**config.mk**
```make
export PLATFORM = sky130hd
export DESIGN_NAME = ddr_frame_sched
export DESIGN_NICKNAME = d
export VERILOG_FILES = /design/src/rtl/ddr_frame_sched.sv
export SDC_FILE = /design/constraint.sdc
export NUM_CORES = 1
export LEC_CHECK = 0
export CAP_MARGIN = 20
export CORE_ASPECT_RATIO = 2
export CORE_MARGIN = 2
export CORE_UTILIZATION = 53
export CTS_CLUSTER_SIZE = 10
export DETAILED_ROUTE_END_ITERATION = 8
export PLACE_DENSITY_LB_ADDON = 0.12
export SLEW_MARGIN = 20
export SYNTH_ARGS = -nofsm -noshare
export SYNTH_HDL_FRONTEND = slang
export SYNTH_SLANG_ARGS = --single-unit
```
**constraint.sdc**
```tcl
create_clock -name pl_clk -period 5 [get_ports pl_clk]
set_input_delay 1.5 -clock pl_clk [delete_from_list [all_inputs] [get_ports pl_clk]]
set_output_delay 1.5 -clock pl_clk [all_outputs]
set_load 0.02 [all_outputs]
```
**src/rtl/ddr_frame_sched.sv**
```systemverilog
`default_nettype none
// ============================================================================
// Module   : ddr_frame_sched
// Purpose  : Round-robin scheduler for frame writes/reads on a shared DDR port,
//            with ring-buffer pointers, fill count and a per-transfer watchdog.
// Revision : 1.0 - initial release
// ============================================================================
module ddr_frame_sched #(
  parameter int unsigned FRAME_BYTES = 32000,
  parameter int unsigned RING_FRAMES = 6000,
  parameter logic [31:0] BASE_ADDR   = 32'd0,
  parameter int unsigned TIMEOUT_CYC = 2**20
) (
  input  logic        pl_clk,
  input  logic        rst,
  input  logic        enable,
  input  logic        wr_req,
  input  logic        rd_req,
  output logic        pl_ddr_wr_start,
  output logic [31:0] pl_ddr_wr_addr,
  output logic [31:0] pl_ddr_wr_length,
  input  logic        pl_ddr_wr_finish,
  output logic        pl_ddr_rd_start,
  output logic [31:0] pl_ddr_rd_addr,
  output logic [31:0] pl_ddr_rd_length,
  input  logic        pl_ddr_rd_finish,
  output logic [12:0] frame_count,
  output logic        ring_full,
  output logic        ring_empty,
  output logic        busy,
  output logic        timeout_err
);

  localparam logic [31:0] c_FRAME     = 32'(FRAME_BYTES);
  localparam logic [31:0] c_LAST_ADDR = BASE_ADDR + 32'((RING_FRAMES - 1) * FRAME_BYTES);
  localparam logic [12:0] c_RING      = 13'(RING_FRAMES);
  localparam int          c_WD_W      = $clog2(TIMEOUT_CYC) + 1;
  localparam logic [c_WD_W-1:0] c_WD_LAST = c_WD_W'(TIMEOUT_CYC - 1);

  typedef enum logic [2:0] {
    S_IDLE    = 3'd0,
    S_WR_GO   = 3'd1,
    S_WR_WAIT = 3'd2,
    S_RD_GO   = 3'd3,
    S_RD_WAIT = 3'd4
  } state_t;

  state_t            r_state;
  logic              r_last_wr;
  logic              r_wr_fin_d;
  logic              r_rd_fin_d;
  logic [c_WD_W-1:0] r_wd;
  logic [12:0]       r_count;
  logic [31:0]       r_wr_addr;
  logic [31:0]       r_rd_addr;
  logic              r_wr_start;
  logic              r_rd_start;
  logic [31:0]       r_len;
  logic              r_timeout;

  logic        w_wr_edge;
  logic        w_rd_edge;
  logic        w_full;
  logic        w_empty;
  logic        w_wr_ok;
  logic        w_rd_ok;
  logic        w_pick_wr;
  logic [31:0] w_wr_next;
  logic [31:0] w_rd_next;

  assign w_wr_edge = pl_ddr_wr_finish & ~r_wr_fin_d;
  assign w_rd_edge = pl_ddr_rd_finish & ~r_rd_fin_d;
  assign w_full    = (r_count == c_RING);
  assign w_empty   = (r_count == 13'd0);
  assign w_wr_ok   = enable & wr_req & ~w_full;
  assign w_rd_ok   = enable & rd_req & ~w_empty;
  // On a tie the side that did not win last time gets the port.
  assign w_pick_wr = w_wr_ok & (~w_rd_ok | ~r_last_wr);
  assign w_wr_next = (r_wr_addr == c_LAST_ADDR) ? BASE_ADDR : r_wr_addr + c_FRAME;
  assign w_rd_next = (r_rd_addr == c_LAST_ADDR) ? BASE_ADDR : r_rd_addr + c_FRAME;

  always_ff @(posedge pl_clk or negedge rst) begin
    if (!rst) begin
      r_wr_fin_d <= 1'b0;
      r_rd_fin_d <= 1'b0;
      r_len      <= 32'd0;
    end else begin
      r_wr_fin_d <= pl_ddr_wr_finish;
      r_rd_fin_d <= pl_ddr_rd_finish;
      r_len      <= c_FRAME;
    end
  end

  always_ff @(posedge pl_clk or negedge rst) begin
    if (!rst) begin
      r_state    <= S_IDLE;
      r_last_wr  <= 1'b0;
      r_wd       <= '0;
      r_count    <= 13'd0;
      r_wr_addr  <= BASE_ADDR;
      r_rd_addr  <= BASE_ADDR;
      r_wr_start <= 1'b0;
      r_rd_start <= 1'b0;
      r_timeout  <= 1'b0;
    end else begin
      r_wr_start <= 1'b0;
      r_rd_start <= 1'b0;
      case (r_state)
        S_IDLE: begin
          if (w_pick_wr) begin
            r_state    <= S_WR_GO;
            r_wr_start <= 1'b1;
          end else if (w_rd_ok) begin
            r_state    <= S_RD_GO;
            r_rd_start <= 1'b1;
          end
        end
        // Finish edges coinciding with the start pulse are deliberately dropped.
        S_WR_GO: begin
          r_state <= S_WR_WAIT;
          r_wd    <= '0;
        end
        S_WR_WAIT: begin
          if (w_wr_edge) begin
            r_state   <= S_IDLE;
            r_count   <= r_count + 13'd1;
            r_wr_addr <= w_wr_next;
            r_last_wr <= 1'b1;
          end else if (r_wd == c_WD_LAST) begin
            r_state   <= S_IDLE;
            r_timeout <= 1'b1;
          end else begin
            r_wd <= r_wd + 1'b1;
          end
        end
        S_RD_GO: begin
          r_state <= S_RD_WAIT;
          r_wd    <= '0;
        end
        S_RD_WAIT: begin
          if (w_rd_edge) begin
            r_state   <= S_IDLE;
            r_count   <= r_count - 13'd1;
            r_rd_addr <= w_rd_next;
            r_last_wr <= 1'b0;
          end else if (r_wd == c_WD_LAST) begin
            r_state   <= S_IDLE;
            r_timeout <= 1'b1;
          end else begin
            r_wd <= r_wd + 1'b1;
          end
        end
        default: r_state <= S_IDLE;
      endcase
    end
  end

  assign pl_ddr_wr_start  = r_wr_start;
  assign pl_ddr_wr_addr   = r_wr_addr;
  assign pl_ddr_wr_length = r_len;
  assign pl_ddr_rd_start  = r_rd_start;
  assign pl_ddr_rd_addr   = r_rd_addr;
  assign pl_ddr_rd_length = r_len;
  assign frame_count      = r_count;
  assign ring_full        = w_full;
  assign ring_empty       = w_empty;
  assign busy             = (r_state != S_IDLE);
  assign timeout_err      = r_timeout;

endmodule
`default_nettype wire

```
==> run_results.csv, run 1 <==
group,metric,value,unit
routing,first_iter_violations,298,
timing,setup_viol,0,
global_routing,met1_usage,25.2,%
cells_and_area,drive_above_1_share,5.75,%
clock_network,cts_resized,0,
synth,synthCells,593,
die,row_count,52,
timing,rsz0062_at_grt,"false",
global_routing,grt_pass1_wl,21400,microns
cells_and_area,layout_commonest_cell,"dfrtp_1",
routing,routedWlPerCell,16.7,microns
placed_design,place_area,0.00610,sq mm
synth,yosys_warnings,0,
pwr,ir_drop,0.383,mV
global_routing,gr-usage-met2,43.8,%
die,fp.dieW,76.3,microns
global_routing,antenna_found_initial,0,
synth,synth_edf_count,0,
global_routing,grtUsageMet3,3.46,%
critical_path,critPathLaunchType,"flip-flop",
global_routing,grt_overflow_total,0,
pwr,p_per_area,444,mW/mm^2
routing,wirelength,13300,microns
cells_and_area,fin_cells,796,
timing,fmax,0.256,GHz
cells_and_area,final_core_util,63.3,%
min_path,hold_path.class,"reg2reg",
cells_and_area,design_area,0.00642,sq mm
critical_path,worstSetupEndpointType,"output pin",
routing,vias_per_cell,5.62,
clock_network,cts.clk_slew.worst_paths,0.07,ns
routing,first_pass_iters,5,
pwr,netSwitchingFraction,39.5,%
die,die_h,149,microns
timing,period_minus_slack,3.91,ns
routing,post-route-drc-count,0,
critical_path,cp.arrival,2.41,ns
timing,hold_violations,0,
timing,setup_slack,1.09,ns
global_routing,grt_max_degree,77,
placed_design,dp_slack,1.33,ns
clock_network,cts_tree,"done",
routing,antenna_left,0,
clock_network,post-cts-setup-buffers,0,
status,status,"completed",
critical_path,cp_num_buf_inv,1,
pwr,comb_power_share,34.7,%
timing,period_share,78.2,%
critical_path,max_stage_delay,0.61,ns
timing,relSlewSlack,33.1,%
cells_and_area,area_growth,16.0,%
synth,syn_area_per_cell,9.33,sq um
critical_path,slowest_stage,"or4_1",
synth,seq_area_frac_synth,41.6,%
clock_network,cts_num_sinks,92,
placed_design,dp_cells,780,
placed_design,hpwl,9940,microns
synth,synth_flop_cell,"dfrtp_1",
critical_path,required,3.50,ns
synth,synthArstFlopShare,100,%
timing,fin_setup_tns,0,ns
placed_design,gpl.final_weighted_congestion,0.920,
pwr,pwr-share-seq,39.4,%
critical_path,cp_top_family,"simple AND/OR/NAND/NOR gates",
routing,vias,4476,
critical_path,worstSetupPathType,"reg2out",
die,design.die.area,0.0113,sq mm
timing,tightest_slew,1.00,ns
clock_network,hold_buffers,0,
die,start_util,54.5,%
clock_network,clock_latency,0.35,ns
cells_and_area,finalNetCount,668,
global_routing,first_global_vias,4360,
critical_path,crit_chain,"or4_1 > nor3_1 > and3_1 > clkdlybuf4s50_1",
synth,synth-seq-cells,92,
global_routing,track_usage,23.6,%
cells_and_area,final_cell_mix,"dfrtp_1, clkdlybuf4s50_1, conb_1",
die,io_pins,154,
clock_network,cts_buffer_depth,2,
pwr,p_switching,1.13,mW
global_routing,busiest_layer,"met2",
die,core_area,0.0101,sq mm
synth,synth_cell_types,65,
pwr,power.clock.fraction,25.9,%
job,cap_violations,0,
timing,skew,0.0110,ns
clock_network,root_buffer,"clkbuf_16",
pwr,total_power,2.85,mW
clock_network,cts_buffers,9,
timing,final-max-slew-violation-count,0,
critical_path,worstPathMaxFanout,9,
pwr,p_int,1.73,mW
cells_and_area,antennaDiodeCount,0,
placed_design,numPortBuffers,85,
synth,netlist_area,0.00553,sq mm
timing,hold_slack,0.479,ns
clock_network,htree_levels,3,
pwr,p_leak,2.75,nW
cells in the mapped netlist, types with 3 or more instances:
master,n,area [sq um]
dfrtp_1,92,2300
buf_4,82,616
nand2_1,42,158
nor2_1,38,143
nand3_1,32,160
xor2_1,27,236
a21oi_1,24,120
o21ai_0,23,115
nor3_1,21,105
xnor2_1,18,158
or4_1,17,128
inv_1,15,56.3
o31ai_1,15,113
nand4_1,14,87.6
and3_1,13,81.3
clkbuf_1,10,37.5
nand2b_1,7,43.8
nor4_1,7,43.8
or3_1,6,37.5
and2_1,5,31.3
buf_2,5,25.0
ha_1,5,62.6
o311ai_0,5,43.8
a22o_1,4,35.0
a31oi_1,4,25.0
nor2b_1,4,25.0
and4_1,3,26.3
buf_6,3,33.8
nor2_2,3,18.8
o2bb2ai_1,3,26.3
logic make-up (layout without fill, tap and decap cells):
| kind of cell | after synthesis | in the layout | share of synthesized area [%] |
|---|---|---|---|
| and+or+nand+nor | 230 | 230 | 23.0 |
| buffers and inverters | 118 | 119 | 14.1 |
| AOI/OAI and AO/OA | 101 | 101 | 12.9 |
| DFF | 92 | 92 | 41.6 |
| adders and majority gates | 5 | 5 | 1.13 |
| xor gates and xnor gates | 45 | 45 | 7.12 |
| other | 2 | 69 | 0.136 |
registers in the layout, indices dropped and copies added, names as in the netlist:
signal,cells
pl_ddr_rd_addr,24
pl_ddr_wr_addr,24
r_wd,21
frame_count,13
r_state,3
pl_ddr_rd_length,1
pl_ddr_rd_start,1
pl_ddr_wr_start,1
r_last_wr,1
r_rd_fin_d,1
r_wr_fin_d,1
timeout_err,1
layout make-up:
| class | count | area, sq um |
|---|---|---|
| clock buffer | 9 | 225 |
| sequential | 92 | 2300 |
| clock inverter | 7 | 98.8 |
| inverter | 16 | 60.1 |
| fill | 898 | 3730 |
| tap | 135 | 169 |
| timing repair buffer | 87 | 863 |
| multi-input combinational | 450 | 2700 |
power groups by stage:
stage / sequential (mW) / combinational, mW / clock [mW]
after floorplan: 1.17 / 0.587 / 0
after global placement: 1.12 / 0.971 / 0
after detailed placement: 1.13 / 0.994 / 0
after CTS: 1.12 / 0.996 / 0.751
after global routing: 1.15 / 1.08 / 0.786
final: 1.12 / 0.990 / 0.740
worst register-to-register path: cells and delay by family, from the launching register on:
kind	cells	cell delay (ns)
and+or+nand+nor	4	1.62
DFF	1	0.50
xor gates and xnor gates	2	0.33
adders and majority gates	1	0.22
AOI/OAI and AO/OA	1	0.20
final timing paths:
path                                      from            endpoint  slack [ns]  depth (start not counted)
worst min register to register     timeout_err         timeout_err        0.48                          1
worst max-delay path            frame_count[2]           ring_full        1.09                          4
worst max register to register      r_state[0]     frame_count[10]        2.06                          8
worst min-delay path               timeout_err         timeout_err        0.48                          1
max in group asynchronous                  rst  pl_ddr_wr_addr[24]        2.88                          2
min in group asynchronous                  rst     pl_ddr_rd_start        1.28                          1
metal layers:
layer  wire length, microns  vias to the layer above
li1                       -                     2098
met1                   4680                     2195
met2                   7590                      148
met3                    568                       35
met4                    445                        0
met5                      0                        -
Note: power is estimated with default switching activity, not from simulation.
==> run 2: changes to the inputs <==
--- a/config.mk
+++ b/config.mk
@@ -8,7 +8,7 @@
 export CAP_MARGIN = 20
 export CORE_ASPECT_RATIO = 2
 export CORE_MARGIN = 2
-export CORE_UTILIZATION = 53
+export CORE_UTILIZATION = 49
 export CTS_CLUSTER_SIZE = 10
 export DETAILED_ROUTE_END_ITERATION = 8
 export PLACE_DENSITY_LB_ADDON = 0.12
==> constraint.sdc (replaced) <==
create_clock -name pl_clk -period 3.7 [get_ports pl_clk]
set_input_delay 1.11 -clock pl_clk [delete_from_list [all_inputs] [get_ports pl_clk]]
set_output_delay 1.11 -clock pl_clk [all_outputs]
set_load 0.02 [all_outputs]
==> run 2 against run 1 <==
Cell count grew 1.1%. Worst setup slack lost 0.91 ns. Largest cell class unchanged. Clock skew shrank 0.0051 ns. Clock power grew 39%. Critical path type unchanged. Wire length grew 3.6%.
==> run_results.csv, run 2 (synthesis results as in run 1) <==
group,metric,value,unit
critical_path,required,2.59,ns
routing,vias_per_cell,5.56,
timing,hold_slack,0.491,ns
critical_path,cp_num_cells,4,
clock_network,root_buffer,"clkbuf_16",
clock_network,cts_tree,"done",
critical_path,cp_num_buf_inv,1,
timing,fin_setup_tns,0,ns
clock_network,cts_resized,0,
clock_network,htree_levels,3,
die,design.die.area,0.0122,sq mm
pwr,p_per_area,603,mW/mm^2
critical_path,slowest_stage,"or4_1",
critical_path,regToRegSetupSlack,0.77,ns
routing,first_iter_violations,256,
clock_network,cts_buffers,9,
clock_network,post-cts-setup-buffers,0,
global_routing,track_usage,23.0,%
min_path,min_from,"pl_ddr_wr_addr[31]",
die,core_area,0.0109,sq mm
critical_path,worstPathMaxFanout,9,
routing,first_pass_iters,4,
cells_and_area,final_cell_mix,"dfrtp_1, clkdlybuf4s50_1, conb_1",
critical_path,cp_top_family,"simple AND/OR/NAND/NOR gates",
die,die_h,154,microns
placed_design,hpwl,10400,microns
critical_path,worstSetupEndpointType,"output pin",
routing,routedWlPerCell,17.1,microns
cells_and_area,n_fill_cell,986,
clock_network,cts.clk_slew.worst_paths,0.07,ns
min_path,min_to,"pl_ddr_wr_addr[31]",
min_path,hold_path.class,"reg2reg",
cells_and_area,area_growth,16.9,%
job,cap_violations,0,
critical_path,r2r_end,"frame_count[10]",
global_routing,grt_pass1_wl,22200,microns
critical_path,cp.arrival,2.41,ns
critical_path,reg2reg_from,"r_state[0]",
timing,hold_violations,0,
die,fp.dieW,79.1,microns
global_routing,antenna_found_initial,0,
cells_and_area,antennaDiodeCount,0,
critical_path,worstSetupPathType,"reg2out",
routing,post-route-drc-count,0,
cells_and_area,drive_above_1_share,6.17,%
clock_network,hold_buffers,0,
clock_network,clock_latency,0.34,ns
die,row_count,54,
cells_and_area,finalNetCount,672,
min_path,hold-path-cell-count,1,
status,status,"completed",
die,io_pins,154,
timing,tightest_slew,1.03,ns
global_routing,first_global_vias,4483,
timing,relSlewSlack,31.3,%
clock_network,cts_num_sinks,92,
cells_and_area,layout_commonest_cell,"dfrtp_1",
timing,period_share,95.1,%
timing,skew,0.00592,ns
placed_design,gpl.final_weighted_congestion,0.922,
die,start_util,50.6,%
placed_design,numPortBuffers,85,
routing,vias,4474,
critical_path,crit_chain,"or4_1 > nor3_1 > and3_1 > clkdlybuf4s50_1",
clock_network,cts_buffer_depth,2,
pwr,p_leak,2.78,nW
timing,rsz0062_at_grt,"false",
timing,setup_viol,0,
routing,antenna_left,0,
pwr,ir_drop,0.303,mV
critical_path,critPathLaunchType,"flip-flop",
global_routing,grt_max_degree,52,
timing,fmax,0.284,GHz
critical_path,r2r_cells,8,
critical_path,max_stage_delay,0.60,ns
cells_and_area,final_core_util,59.1,%
routing,wirelength,13800,microns
timing,final-max-slew-violation-count,0,
global_routing,grt_overflow_total,0,
timing,period_minus_slack,3.52,ns
==> run 2: how the worst max path moves through the flow <==
stage / start / end / slack (ns)
global route: frame_count[2] / ring_full / 0.04
detailed placement: frame_count[2] / ring_full / 0.53
floorplan: r_state[0] / frame_count[10] / 0.96
CTS: frame_count[2] / ring_full / 0.16
global placement: frame_count[2] / ring_full / 0.58
finish: frame_count[2] / ring_full / 0.18
==> run 2: worst register-to-register path, delay by kind of cell (launching register included) <==
kind / cells / cell delay (ns)
AND/OR/NAND/NOR: 4 / 1.63
flip-flops: 1 / 0.50
XOR/XNOR: 2 / 0.33
adder cells (fa/ha/maj): 1 / 0.23
AO/OA/AOI/OAI: 1 / 0.16
==> run 2: stage by stage <==
step                      worst slack [ns]  std cells  total power [mW]  area, sq um
final                                0.183        805              3.90         6470
after global routing                0.0384        805              4.11         6470
after CTS                            0.160        805              3.92         6470
after detailed placement             0.531        789              2.87         6130
after global placement               0.575        789              2.85         6130
after floorplan                      0.960        660              2.38         5790
==> run 2: per-layer routing <==
layer | up-vias | global-route usage, % | share of wire (%)
met5 | - | 0 | 0
met4 | 0 | 10.2 | 3.6
met3 | 32 | 3.73 | 3.0
met2 | 118 | 43.5 | 57
met1 | 2221 | 24.1 | 36
li1 | 2103 | - | -
==> run 2: final cells by class <==
type	instances	area (sq um)	area share, %
inverters	16	60.1	0.928
clock inverters	3	67.6	1.04
repair buffers	91	893	13.8
clock buffers	13	270	4.18
flip-flops and latches	92	2300	35.6
multi-input cells	450	2700	41.8
well taps	140	175	2.71
==> run 2: report_power, final <==
group	internal, mW	switching, mW
Combinational	0.554	0.799
Clock	0.648	0.386
Sequential	1.19	0.326
Total	2.39	1.51
==> run 3: changes to the inputs <==
--- a/config.mk
+++ b/config.mk
@@ -12,7 +12,6 @@
 export CTS_CLUSTER_SIZE = 10
 export DETAILED_ROUTE_END_ITERATION = 8
 export PLACE_DENSITY_LB_ADDON = 0.12
-export SLEW_MARGIN = 20
 export SYNTH_ARGS = -nofsm -noshare
 export SYNTH_HDL_FRONTEND = slang
 export SYNTH_SLANG_ARGS = --single-unit
==> results of run 3 <==
Final layout, timing and power as in run 2 (identical DEF).
